==> config.mk <==
export PLATFORM = sky130hd
export DESIGN_NAME = chart_sequencer_flat
export DESIGN_NICKNAME = d
export VERILOG_FILES = /design/src/rtl/chart_sequencer_if.sv /design/src/rtl/chart_sequencer.sv /design/src/flat_wrapper.sv
export SDC_FILE = /design/constraint.sdc
export NUM_CORES = 1
export LEC_CHECK = 0
export BUFFER_PORTS_ARGS = -buffer_cell sky130_fd_sc_hd__buf_2
export CORE_MARGIN = 4
export CORE_UTILIZATION = 59
export DETAILED_ROUTE_END_ITERATION = 12
export PLACE_DENSITY = 0.95
export SLEW_MARGIN = 20
export SYNTH_ARGS = -nofsm -noshare
export SYNTH_HDL_FRONTEND = slang
export SYNTH_SLANG_ARGS = --single-unit
==> constraint.sdc <==
create_clock -name Clk -period 4.7 [get_ports Clk]
set_input_delay 0.235 -clock Clk [delete_from_list [all_inputs] [get_ports Clk]]
set_output_delay 0.235 -clock Clk [all_outputs]
set_load 0.01 [all_outputs]
==> src/rtl/chart_sequencer_if.sv <==
// Bundle between the chart sequencer, its chart ROM, the frame/transport controls and the display path.
// The master side is the sequencer and the slave side is the surrounding system.
interface chart_sequencer_if #(
    parameter int ADDR_W  = 9,
    parameter int ROW_W   = 4,
    parameter int PHASE_W = 8
);
    logic               frame_clk;
    logic               start;
    logic               pause;
    logic [PHASE_W-1:0] tempo;
    logic [ADDR_W-1:0]  chart_len;
    logic [ADDR_W-1:0]  rom_addr;
    logic [ROW_W-1:0]   rom_data;
    logic [ROW_W-1:0]   note_row;
    logic               note_valid;
    logic [ADDR_W-1:0]  row_index;
    logic               playing;
    logic               done;

    modport master (
        input  frame_clk, start, pause, tempo, chart_len, rom_data,
        output rom_addr, note_row, note_valid, row_index, playing, done
    );

    modport slave (
        output frame_clk, start, pause, tempo, chart_len, rom_data,
        input  rom_addr, note_row, note_valid, row_index, playing, done
    );
endinterface

==> src/rtl/chart_sequencer.sv <==
// Step-chart playback controller: paces reads of a synchronous chart ROM from a frame tick
// and a tempo phase accumulator, emitting one note row per advance.
module chart_sequencer #(
    parameter int ADDR_W  = 9,
    parameter int ROW_W   = 4,
    parameter int PHASE_W = 8,
    parameter int LEAD_IN = 60
) (
    input  logic              Clk,
    input  logic              reset,
    chart_sequencer_if.master bus
);
    typedef enum logic [2:0] {
        S_IDLE, S_LEAD, S_PLAY, S_FETCH, S_EMIT, S_DONE
    } state_t;

    localparam int LEAD_W = (LEAD_IN > 2) ? $clog2(LEAD_IN) : 1;
    localparam logic [LEAD_W-1:0] LEAD_LAST = LEAD_W'((LEAD_IN > 0) ? LEAD_IN - 1 : 0);

    state_t             state, state_nxt;
    logic               frame_clk_d;
    logic               fe;
    logic               advance;
    logic               lead_end;
    logic               last_row;
    logic [PHASE_W:0]   sum;
    logic [PHASE_W-1:0] acc;
    logic [LEAD_W-1:0]  lead;
    logic [ADDR_W-1:0]  len_q;
    logic [ADDR_W-1:0]  rom_addr_q;
    logic [ROW_W-1:0]   note_row_q;
    logic               note_valid_q;
    logic [ADDR_W-1:0]  row_index_q;
    logic               playing_c;
    logic               done_c;

    // NOTE: every signal written in an always_comb gets a default first, so no path can infer a latch.
    always_comb begin
        fe       = bus.frame_clk & ~frame_clk_d;
        advance  = fe & ~bus.pause;
        sum      = {1'b0, acc} + {1'b0, bus.tempo};
        last_row = (rom_addr_q == len_q - ADDR_W'(1));
        lead_end = 1'b0;
        if (LEAD_IN == 0)
            lead_end = 1'b1;
        else
            lead_end = advance && (lead == LEAD_LAST);
    end

    // NOTE: sequential state uses non-blocking assignments so every register sees pre-edge values.
    always_ff @(posedge Clk) begin
        if (reset)
            state <= S_IDLE;
        else
            state <= state_nxt;
    end

    always_comb begin
        state_nxt = state;
        case (state)
            S_IDLE, S_DONE: if (bus.start) state_nxt = S_LEAD;
            S_LEAD:         if (lead_end) state_nxt = (len_q != '0) ? S_FETCH : S_DONE;
            S_PLAY:         if (advance && sum[PHASE_W]) state_nxt = S_FETCH;
            S_FETCH:        state_nxt = S_EMIT;
            S_EMIT:         state_nxt = last_row ? S_DONE : S_PLAY;
            default:        state_nxt = S_IDLE;
        endcase
    end

    always_comb begin
        playing_c = 1'b0;
        done_c    = 1'b0;
        case (state)
            S_LEAD, S_PLAY, S_FETCH, S_EMIT: playing_c = 1'b1;
            S_DONE:                          done_c    = 1'b1;
            default: ;
        endcase
    end

    // Datapath: fe arriving in the start cycle is dropped because IDLE/DONE ignore it.
    always_ff @(posedge Clk) begin
        if (reset) begin
            frame_clk_d  <= 1'b0;
            acc          <= '0;
            lead         <= '0;
            len_q        <= '0;
            rom_addr_q   <= '0;
            note_row_q   <= '0;
            note_valid_q <= 1'b0;
            row_index_q  <= '0;
        end else begin
            frame_clk_d  <= bus.frame_clk;
            note_valid_q <= 1'b0;
            case (state)
                S_IDLE, S_DONE: begin
                    if (bus.start) begin
                        len_q      <= bus.chart_len;
                        acc        <= '0;
                        lead       <= '0;
                        rom_addr_q <= '0;
                    end
                end
                S_LEAD: if (advance) lead <= lead + LEAD_W'(1);
                S_PLAY: begin
                    if (advance) begin
                        acc <= sum[PHASE_W-1:0];
                        if (sum[PHASE_W]) rom_addr_q <= rom_addr_q + ADDR_W'(1);
                    end
                end
                S_EMIT: begin
                    note_row_q   <= bus.rom_data;
                    row_index_q  <= rom_addr_q;
                    note_valid_q <= 1'b1;
                end
                default: ;
            endcase
        end
    end

    assign bus.rom_addr   = rom_addr_q;
    assign bus.note_row   = note_row_q;
    assign bus.note_valid = note_valid_q;
    assign bus.row_index  = row_index_q;
    assign bus.playing    = playing_c;
    assign bus.done       = done_c;
endmodule

==> src/flat_wrapper.sv <==
// flat-port wrapper written by rule: the top's interface ports become plain ports
module chart_sequencer_flat 
#(
    parameter int ADDR_W  = 9,
    parameter int ROW_W   = 4,
    parameter int PHASE_W = 8,
    parameter int LEAD_IN = 60
)
  (Clk, reset, bus_frame_clk, bus_start, bus_pause, bus_tempo, bus_chart_len, bus_rom_data, bus_rom_addr, bus_note_row, bus_note_valid, bus_row_index, bus_playing, bus_done);
  chart_sequencer_if #(.ADDR_W(ADDR_W), .ROW_W(ROW_W), .PHASE_W(PHASE_W)) bus_i ();
  input  logic Clk;
  input  logic reset;
  input wire logic [$bits(bus_i.frame_clk)-1:0] bus_frame_clk;
  input wire logic [$bits(bus_i.start)-1:0] bus_start;
  input wire logic [$bits(bus_i.pause)-1:0] bus_pause;
  input wire logic [$bits(bus_i.tempo)-1:0] bus_tempo;
  input wire logic [$bits(bus_i.chart_len)-1:0] bus_chart_len;
  input wire logic [$bits(bus_i.rom_data)-1:0] bus_rom_data;
  output wire logic [$bits(bus_i.rom_addr)-1:0] bus_rom_addr;
  output wire logic [$bits(bus_i.note_row)-1:0] bus_note_row;
  output wire logic [$bits(bus_i.note_valid)-1:0] bus_note_valid;
  output wire logic [$bits(bus_i.row_index)-1:0] bus_row_index;
  output wire logic [$bits(bus_i.playing)-1:0] bus_playing;
  output wire logic [$bits(bus_i.done)-1:0] bus_done;
  assign bus_i.frame_clk = bus_frame_clk;
  assign bus_i.start = bus_start;
  assign bus_i.pause = bus_pause;
  assign bus_i.tempo = bus_tempo;
  assign bus_i.chart_len = bus_chart_len;
  assign bus_i.rom_data = bus_rom_data;
  assign bus_rom_addr = bus_i.rom_addr;
  assign bus_note_row = bus_i.note_row;
  assign bus_note_valid = bus_i.note_valid;
  assign bus_row_index = bus_i.row_index;
  assign bus_playing = bus_i.playing;
  assign bus_done = bus_i.done;
  chart_sequencer #(.ADDR_W(ADDR_W), .ROW_W(ROW_W), .PHASE_W(PHASE_W), .LEAD_IN(LEAD_IN)) u_core (.Clk(Clk), .reset(reset), .bus(bus_i));
endmodule
==> impl_metrics.csv <==
group,metric,value,unit
routing,drc_errors,0,
placement,io_buffers,50,
clocking,clk_pin_slew,0.09,ns
worst_setup_path,cp-start-kind,"register",
worst_setup_path,required,4.92,ns
synthesis,synthCells,321,
cells_and_area,fin_area,3050,um2
timing,slew_headroom,47.1,%
timing,fin_setup_tns,0,ns
timing,setup_viol,0,
synthesis,synthTopCellsByArea,"dfxtp_1 (38%), xor2_1 (5.9%), nor2_1 (5.8%), nand2_1 (5.6%), ha_1 (5.2%)",
pwr,ir_worst_vdd,0.221,mV
worst_setup_path,crit_buf_inv,1,
routing,wl_per_cell,14.4,um
routing,wl_met1,2560,um
global_routing,grt_pass1_vias,2243,
timing,fin_crit,2.75,ns
synthesis,ys_seq_area_share,37.5,%
timing,finalHoldViolations,0,
routing,num_vias,2408,
cells_and_area,final_layout_size_suffix_gt1_share,18.9,%
timing,period_share,58.5,%
floorplanning,coreArea,4350,um2
clocking,root_buffer,"clkbuf_8",
floorplanning,initial_core_util,61.2,%
timing,max_freq,364,MHz
clocking,cts_tree,"yes",
worst_setup_path,critical_path_arrival,2.97,ns
routing,drtPass1Iterations,4,
routing,routed_wl,6000,um
worst_setup_path,crit_slowest_cell,"or4b_4",
synthesis,synth_area_leader_cell,"dfxtp_1",
clocking,hold_buffers,0,
cells_and_area,diodes,0,
synthesis,async_flop_share,0,%
synthesis,synthesis.nets,359,
routing,antenna_left,0,
placement,postPlaceCellArea,2940,um2
clocking,clockBufferDepth,2,
worst_setup_path,critPathMaxStageDelay,0.52,ns
global_routing,track_usage,22.0,%
routing,avgViaCountPerCell,5.76,
global_routing,grt_max_degree,46,
global_routing,grt_pass1_wl,9770,um
synthesis,synth_cell_types,54,
worst_setup_path,worstPathCellList,"inv_1, ha_1, or4b_4, or4_4, xnor2_1, nor4_1, and2_4, a21oi_1, nor3_1",
routing,top_layer,"met4",
clocking,ctsResizeCount,0,
synthesis,syn_area_per_cell,8.31,um2
timing,rsz0062_at_grt,"no",
synthesis,yosys_most_used_dff,"dfxtp_1",
outcome,status,"complete, no violations",
synthesis,ys_warn_count,0,
pwr,power_leakage,1.30,nW
clocking,postCtsSetupRepairBufs,0,
cells_and_area,area_delta_synth_final,14.4,%
routing,wl_met3,372,um
timing,fin_skew,0.00996,ns
clocking,htreeDepth,2,
synthesis,synth_edf_count,0,
clocking,cts_sinks,50,
worst_setup_path,critical_path.top_delay_family,"simple AND/OR/NAND/NOR gates",
timing,worst_pin_slew,0.794,ns
synthesis,synth_top_area_share,37.5,%
min_path,hold_class,"in2reg",
cells_and_area,final_nets,403,
placement,dp_hpwl,4400,um
routing,routed-wl-met2,2950,um
timing,slew_viol_final,0,
floorplanning,dieArea,5660,um2
floorplanning,io_pins,51,
global_routing,antenna_found_initial,0,
global_routing,overflow,0,
worst_setup_path,crit_fanout,6,
routing,drt_iter0_drc,103,
floorplanning,die_w,75.2,um
synthesis,ys_seq_elements,50,
pwr,p_total,0.00121,W
floorplanning,die_h,75.2,um
placement,gp_congestion,0.888,
worst_setup_path,critPathCaptureType,"register",
pwr,power.density,398,nW/um2
clocking,cts_made_buffers,5,
floorplanning,row_count,24,
cells_and_area,final_cell_mix,"buf_2 (50), dfxtp_1 (50), nor2_1 (41)",
synthesis,syn_area,2670,um2
worst_setup_path,path_class,"reg2reg",
clocking,clkLatencyLatePin,0.31,ns
flow_run,maxCapViolations,0,
==> report_power, final <==
group          switching (W)  internal [W]
sequential         0.0000551      0.000454
clock               0.000147      0.000158
combinational       0.000221      0.000178
total               0.000424      0.000791
==> metal layers <==
metal,vias up,global-route usage (%)
li1,1208,-
met1,1118,26.8
met2,68,37.8
met5,-,0
met3,14,4.81
met4,0,8.54
==> per-stage QoR <==
stage	setup WS [ns]	cells	utilization [%]	hold slack [ns]
2_1_floorplan	2.25	321	-	0.363
3_3_place_gp	2.10	410	67.4	0.438
3_5_place_dp	2.02	410	67.4	0.445
4_1_cts	1.98	418	70.1	0.144
5_1_grt	1.66	418	70.1	0.148
6_report	1.95	418	70.1	0.147
==> worst reg2reg max path: stages (launching register included) <==
cell	delay, ns
dfxtp_1	0.37
inv_1	0.08
ha_1	0.24
or4b_4	0.52
or4_4	0.44
xnor2_1	0.14
nor4_1	0.40
and2_4	0.23
a21oi_1	0.06
nor3_1	0.19
==> cells in the mapped netlist (2+ instances only) <==
master,number
a21o_1,3
a21oi_1,26
a22oi_1,3
and2_1,2
buf_2,5
clkbuf_1,8
dfxtp_1,50
ha_1,11
inv_1,8
mux2i_1,11
nand2_1,40
nand3_1,8
nand3b_1,2
nand4_1,7
nor2_1,41
nor2b_1,7
nor3_1,10
nor3b_1,2
nor4_1,3
o21a_1,4
o21ai_0,8
o21ai_1,2
or3_1,4
xnor2_1,9
xor2_1,18
==> path summary, 6_finish.rpt <==
path                            from                       to  slack, ns  cells past startpoint
max                  u_core.len_q[0]          u_core.state[2]       1.95                      9
min reg2reg  u_core.bus.row_index[3]  u_core.bus.row_index[3]       0.46                      2
min                    bus_frame_clk       u_core.frame_clk_d       0.15                      2
max reg2reg          u_core.len_q[0]          u_core.state[2]       1.95                      9
==> flip-flops by register name, indices dropped and copies added, names as in the netlist <==
signal	flops
u_core.acc	8
u_core.bus.note_row	4
u_core.bus.note_valid	1
u_core.bus.rom_addr	9
u_core.bus.row_index	9
u_core.frame_clk_d	1
u_core.lead	6
u_core.len_q	9
u_core.state	3
==> cell families after synthesis <==
kind of cell    after synthesis  synth area share, %
fa+ha+maj                    12                 5.91
simple gates                139                 25.6
flops                        50                 37.5
mux                          11                 4.13
buf+inv                      22                 3.33
compound gates               60                 14.6
xor+xnor                     27                 8.87
==> layout make-up <==
class,count,area (um2)
Clock buffer,5,68.8
Clock inverter,3,45.0
Fill cell,332,1300
Inverter,8,30.0
Multi-Input combinational cell,249,1580
Sequential cell,50,1000
Tap cell,52,65.1
Timing Repair Buffer,51,258
No activity file was read; power rests on OpenSTA's default activity.
